## src/rtl/sm3_seed_set_packer.sv

```systemverilog
// Seed collector for the two-block SM3 tree hasher: packs NUM_SEEDS seeds into a
// padded 1024-bit message, runs the Hstart/en_end handshake and hands the digest on.
module sm3_seed_set_packer #(
  parameter int SEED_W    = 128,
  parameter int NUM_SEEDS = 4
) (
  input  logic              clk,
  input  logic              reset,
  input  logic [SEED_W-1:0] seed_in,
  input  logic              seed_valid,
  output logic              seed_ready,
  output logic [1023:0]     h3InSeedSet,
  output logic              Hstart,
  input  logic              en_end,
  input  logic [255:0]      hashValue,
  output logic [255:0]      digest_out,
  output logic              digest_valid,
  input  logic              digest_ready
);

  localparam int L     = NUM_SEEDS * SEED_W;
  localparam int CNT_W = (NUM_SEEDS > 1) ? $clog2(NUM_SEEDS) : 1;

  // Everything from the '1' marker down to bit 0 is rewritten in PAD.
  localparam logic [1023:0] TAIL_MASK = {1024{1'b1}} >> L;
  localparam logic [1023:0] PAD_BITS  = (1024'(1) << (1023 - L)) | 1024'(L);

  generate
    if (L < 448 || L > 959) begin : g_bad_len
      $error("sm3_seed_set_packer: NUM_SEEDS*SEED_W must lie in 448..959");
    end
  endgenerate

  typedef enum logic [2:0] {COLLECT, PAD, HASH, DRAIN, OUT} state_t;

  state_t             state_q, state_d;
  logic [CNT_W-1:0]   cnt_q, cnt_d;
  logic [1023:0]      msg_q, msg_d;
  logic               hstart_q, hstart_d;
  logic [255:0]       digest_q, digest_d;
  logic               dv_q, dv_d;
  logic               ready_q;

  always_comb begin
    // NOTE: every variable gets its hold value first so no path can infer a latch.
    state_d  = state_q;
    cnt_d    = cnt_q;
    msg_d    = msg_q;
    hstart_d = hstart_q;
    digest_d = digest_q;
    dv_d     = dv_q;
    unique case (state_q)
      COLLECT: begin
        if (seed_valid && ready_q) begin
          msg_d[1023 - int'(cnt_q) * SEED_W -: SEED_W] = seed_in;
          if (cnt_q == CNT_W'(NUM_SEEDS - 1)) state_d = PAD;
          else                                cnt_d   = cnt_q + 1'b1;
        end
      end
      PAD: begin
        msg_d    = (msg_q & ~TAIL_MASK) | PAD_BITS;
        hstart_d = 1'b1;
        state_d  = HASH;
      end
      HASH: begin
        if (en_end) begin
          digest_d = hashValue;
          hstart_d = 1'b0;
          state_d  = DRAIN;
        end
      end
      DRAIN: begin
        // Hstart must not be re-raised until the hasher has dropped en_end.
        if (!en_end) begin
          dv_d    = 1'b1;
          state_d = OUT;
        end
      end
      OUT: begin
        if (digest_ready) begin
          dv_d    = 1'b0;
          cnt_d   = '0;
          msg_d   = '0;
          state_d = COLLECT;
        end
      end
      default: state_d = COLLECT;
    endcase
  end

  // NOTE: state updates use non-blocking assignments so all flops sample together.
  always_ff @(posedge clk or negedge reset) begin
    if (!reset) begin
      state_q  <= COLLECT;
      cnt_q    <= '0;
      // NOTE: the message register is reset too, so a partial message never leaks out.
      msg_q    <= '0;
      hstart_q <= 1'b0;
      digest_q <= '0;
      dv_q     <= 1'b0;
      ready_q  <= 1'b1;
    end else begin
      state_q  <= state_d;
      cnt_q    <= cnt_d;
      msg_q    <= msg_d;
      hstart_q <= hstart_d;
      digest_q <= digest_d;
      dv_q     <= dv_d;
      ready_q  <= (state_d == COLLECT);
    end
  end

  assign seed_ready   = ready_q;
  assign h3InSeedSet  = msg_q;
  assign Hstart       = hstart_q;
  assign digest_out   = digest_q;
  assign digest_valid = dv_q;

endmodule

```

## config.mk

```make
export PLATFORM = sky130hd
export DESIGN_NAME = sm3_seed_set_packer
export DESIGN_NICKNAME = d
export VERILOG_FILES = /design/src/rtl/sm3_seed_set_packer.sv
export SDC_FILE = /design/constraint.sdc
export NUM_CORES = 2
export LEC_CHECK = 0
export CAP_MARGIN = 40
export CELL_PAD_IN_SITES_DETAIL_PLACEMENT = 1
export CELL_PAD_IN_SITES_GLOBAL_PLACEMENT = 1
export CORE_AREA = 2 2 650 652
export CTS_BUF_LIST = sky130_fd_sc_hd__clkbuf_4
export DETAILED_ROUTE_END_ITERATION = 8
export DIE_AREA = 0 0 652 654
export PLACE_DENSITY_LB_ADDON = 0.1
export RECOVER_POWER = 100
export SYNTH_ARGS = -nofsm -noshare
export SYNTH_HDL_FRONTEND = slang
export SYNTH_SLANG_ARGS = --single-unit
```

## constraint.sdc

```tcl
create_clock -name clk -period 3.6 [get_ports clk]
set_clock_uncertainty 0.2 [all_clocks]
set_input_delay 0.72 -clock clk [delete_from_list [all_inputs] [get_ports clk]]
set_output_delay 0.72 -clock clk [all_outputs]
set_load 0.01 [all_outputs]
```

# After elaboration in Yosys (flattened, before gate mapping)
# Cells that the tools add are included.
dict set report word_totals {
  regBits 1288
  in_bits 389
  output_inout_bits 1283
}
dict set report op_classes {
  addsub 3
  n_eq_ne 10
  shift 2
  muxes 19
  n_bitwise 1
  reduce_logical 13
}
# cell count
set ops {}
lappend ops {{$pmux W1024 S3} 1}
lappend ops {{$mux W1024} 2}
lappend ops {{$shift A128 B33 Y1151 const A} 1}
lappend ops {{$shiftx A128 B33 Y1151} 1}
lappend ops {{$bwmux W1024} 1}
lappend ops {{$neg A11 Y33} 1}
lappend ops {{$mux W3} 5}
lappend ops {{$pmux W3 S5} 1}
lappend ops {{$sub A10 B9 Y11 const A} 1}
lappend ops {{$ne A2 B2 Y1 const B} 5}
lappend ops {{$reduce_and A4 Y1} 2}
lappend ops {{$eq A3 B2 Y1 const B} 2}
lappend ops {{$logic_not A3 Y1} 2}
lappend ops {{$mux W2} 3}
lappend ops {{$reduce_and A3 Y1} 2}
lappend ops {{$reduce_bool A2 Y1} 3}
lappend ops {{$pmux W1 S2} 2}
lappend ops {{$pmux W2 S2} 1}
lappend ops {{$reduce_and A2 Y1} 2}
lappend ops {{$eq A3 B1 Y1 const B} 1}
lappend ops {{$eq A3 B3 Y1 const B} 1}
lappend ops {{$mux W1} 3}
lappend ops {{$reduce_bool A3 Y1} 1}
lappend ops {{$add A2 B1 Y2 const B} 1}
lappend ops {{3 further kinds} 3}

# Logic depth before layout (Yosys ltp)
dict set report depth {
  ltp_word 6
  ltp_mapped 7
  depth_no_buf 5
}

# Worst setup path after synthesis
# OpenSTA, ideal clock, no wires.
dict set report synth_path {
  path_type {input to register}
  from {input port seed_valid}
  to {register msg_q[620] (netlist: h3InSeedSet[620])}
  t_arrival_ps 1737
  t_required_ps 3279
  path_slack_ps 1542
  path_stages 6
  path_cell_list {and4bb_1 > buf_4 > and4_1 > buf_2 > buf_4 > a22o_1}
}
dict set report synth_between {
  elab_chain_len 3
}
# item line_no
set synth_lines {}
lappend synth_lines {{start, declared} 10} ;# input logic seed_valid,
lappend synth_lines {{$logic_and A1 B1 Y1} 54} ;# if (seed_valid && ready_q) begin
lappend synth_lines {{$ne A2 B2 Y1 (no line)} n/a}
lappend synth_lines {{$reduce_and A4 Y1 (no line)} n/a}
lappend synth_lines {{end signal, assigned} 105} ;# msg_q <= msg_d;
lappend synth_lines {{end, declared} 38} ;# logic [1023:0] msg_q, msg_d;
# Every way passes these cells.
# A chain may end at the register's enable or synchronous reset.

# Worst setup path after layout
dict set report layout_path {
  from {register msg_q[986] (netlist: h3InSeedSet[986])}
  to {output port h3InSeedSet[986]}
}
# item line_no
set layout_lines {}
lappend layout_lines {{end, declared} 12} ;# output logic [1023:0] h3InSeedSet,
# No word-level cell between the ends.

==> run summary <==
Fin. Hold Viols: 0
crit path buf inv count: 1
Crit Path Max Fanout: 2
post-synthesis sequential area ratio: 0.725
CP required: 2.68 ns
Mapped Cells: 2820
Top FF cell, synth: dfrtp_1
Worst VDD drop: 0.000252 V
Crit path depth: 1
fin nets: 5697
kind of critical path: reg -> out
adder and majority gate portion of the synthesized area: 0.00113
Mapped Area: 44400 um^2
crit start category: flop
min-delay src: seed_in[77]
Critical Path AT: 2.42 ns
Total Routing Usage GR: 0.136
post-synthesis mux area share: 0.0649
Placement Cell Area: 68600 um^2
first-pass GRT wire length: 391 mm
Post-Synth XOR/XNOR Area: 0
share of cells above drive strength 1: 0.188
fmax: 0.299 GHz
Tmin final: 3.34 ns
clock tree root driver cell: clkbuf_4
layout overhead on the synthesized area: 74.3%
Clock Latency Late Sink: 1.31 ns
Slew Limit Fails: 97
antenna violations before repair: 139
via/cell ratio: 3.19
GP Congestion: 0.745
TritonCTS clock tree: yes
worst min path class: in -> reg
#FFs+latches synth: 1287
setup violators final: 0
effective utilization at floorplan: 0.106
Core Region: 419000 um^2
max-cap violations: 3
Total Routed Length: 299 mm
worst slew pin tran: 2.69 ns
WL per Instance: 26.8 um
FF-to-FF path depth: 6
RSZ-0062 raised after global routing: false
slowest CP cell: dlygate4sd3_1
Max-slew headroom: -0.792
Row Count: 238
Synthesis Warnings: 0
Worst Setup End Kind: primary output
reg2reg start: cnt_q[0]
LEAKAGE: 0.0377 uW
crit share post-route: 0.929
hold path depth: 2
Die Area: 426000 um^2
design area: 77400 um^2
failing checks: capacitance limit, slew limit
Syn Nets: 3213
initial drt markers: 1396
H-Tree Depth: 5
outcome: finished, violations left
Simple-Gate Fraction of Synth Area: 0.0765
total number of vias: 35581
largest net degree at the start of global routing: 87
Compound-Gate Fraction of Synth Area: 0.103
Synth Area per Inst: 15.8 um^2
share of flip-flops with an asynchronous set or reset: 1.00
vias in the first global route: 38979
DRC viols: 0
HPWL Detailed: 229 mm
main combinational cell family by area after synthesis: compound AO/OA/AOI/OAI gates
GR Overflow Total: 0
CTS clk-pin slew, worst paths: 0.06 ns
Unique masters post-synth: 33
PortBufs: 1671
CTS buffer count: 433
Pwr per Cell Area: 614 nW/um^2
drt pass-1 iters: 5
post-route setup TNS: 0 ns
CP top delay family: buffers and inverters
worst path cell trace: dlygate4sd3_1
I/O pin cnt: 1672
Critical Path Start: h3InSeedSet[986]
Die W: 652 um
Reg2Reg Setup Slack: 0.31 ns
Post-synth EDFFs: 0
post-route ant nets: 0
CTS Buffer Depth: 4
crit-path max cell delay: 0.65 ns
CTS sink count: 1287
Die Height: 654 um
-- what timing repair did --
item / 4_1_cts / 5_1_grt
endpoints found under the hold margin: 2076 / 0
gates cloned: 0 / 0
setup endpoints to repair: 641 / 1
setup buffers: 3 / 0
hold buffers: 456 / 0
gates resized for setup: 655 / 2
-- synthesized netlist by cell type (all sizes together) (3+ instances only) --
cell type | count | area, um^2
dfrtp | 1286 | 32200
nor2 | 6 | 25.0
and4 | 3 | 26.3
mux2 | 256 | 2880
nor3b | 3 | 22.5
a22o | 512 | 4480
ha | 4 | 50.1
nor2b | 512 | 3200
nand3b | 4 | 30.0
a21oi | 5 | 28.8
inv | 3 | 11.3
buf | 200 | 1280
a31oi | 3 | 33.8
nand2 | 5 | 18.8
-- state kept, by name, indices dropped and copies added (netlist names), named ones only --
| name | cells |
|---|---|
| cnt_q | 2 |
| state_q | 3 |
| digest_valid | 1 |
| Hstart | 1 |
| seed_ready | 1 |
| h3InSeedSet | 1022 |
| digest_out | 256 |
-- worst register-to-register path, stage by stage, from the launching register on --
cell and delay, ns:
dfrtp_1 0.44, inv_1 0.20, ha_1 0.24, and3b_1 0.17, and3_1 1.29, clkbuf_2 0.58
a22o_1 0.20
-- final cells by class --
type	count	area, um^2
multi-input combinational	1329	10900
tap	5520	6910
sequential	1287	32200
antenna	40	100
inverter	3	11.3
clock buffer	658	4940
clock inverter	78	523
fill	47306	342000
timing repair buffer	2250	21800
-- final timing paths --
| path | to |
|---|---|
| max reg2reg | h3InSeedSet[650] |
| min reg2reg | h3InSeedSet[434] |
| max in group asynchronous | h3InSeedSet[389] |
| min | h3InSeedSet[589] |
| max | h3InSeedSet[986] |
| min in group asynchronous | h3InSeedSet[241] |
-- power by group --
group | switching [uW] | total [uW] | internal, uW
logic | 7240 | 13000 | 5760
clock network | 7730 | 16300 | 8570
registers | 1430 | 18200 | 16800
total | 16400 | 47500 | 31100
-- stage by stage --
step                worst slack (ns)  hold slack (ns)  utilization  total power, uW  instances
floorplan                       1.54            0.224            -            23400       2820
global placement               0.418            0.283        0.164            32900       9929
detailed placement             0.418            0.284        0.164            32800       9930
CTS                           -0.151         0.000630        0.186            49700      11125
global route                 0.00634           0.0410        0.185            50800      11145
finish                         0.256            0.232        0.185            47500      11165
-- layer usage --
layer / up-vias / GRT usage / wire length, um
met5: - / 0 / 85
met4: 12 / 0.0355 / 8730
met3: 648 / 0.0531 / 25600
met2: 1542 / 0.268 / 167000
met1: 18209 / 0.129 / 97700
li1: 15170 / - / -
-- cell families after synthesis --
family | Yosys count
DFF | 1287
adders and majority gates | 4
muxes | 256
and+or+nand+nor | 542
buffers and inverters | 204
AOI/OAI and AO/OA | 527
-- cell usage in the layout, fill, tap and decap left out, types with 19 or more instances in the layout --
cell / synthesis / routed
a22o_1: 512 / 512
buf_12: 0 / 42
nor2b_1: 512 / 512
clkinv_1: 0 / 51
clkbuf_1: 1 / 25
clkdlybuf4s50_1: 0 / 550
clkbuf_2: 0 / 21
dfrtp_1: 1286 / 1285
clkbuf_4: 0 / 675
dlygate4sd2_1: 0 / 634
buf_4: 59 / 19
diode_2: 0 / 40
mux2_2: 256 / 256
dlygate4sd3_1: 0 / 935
Note: power is estimated with default switching activity, not from simulation.
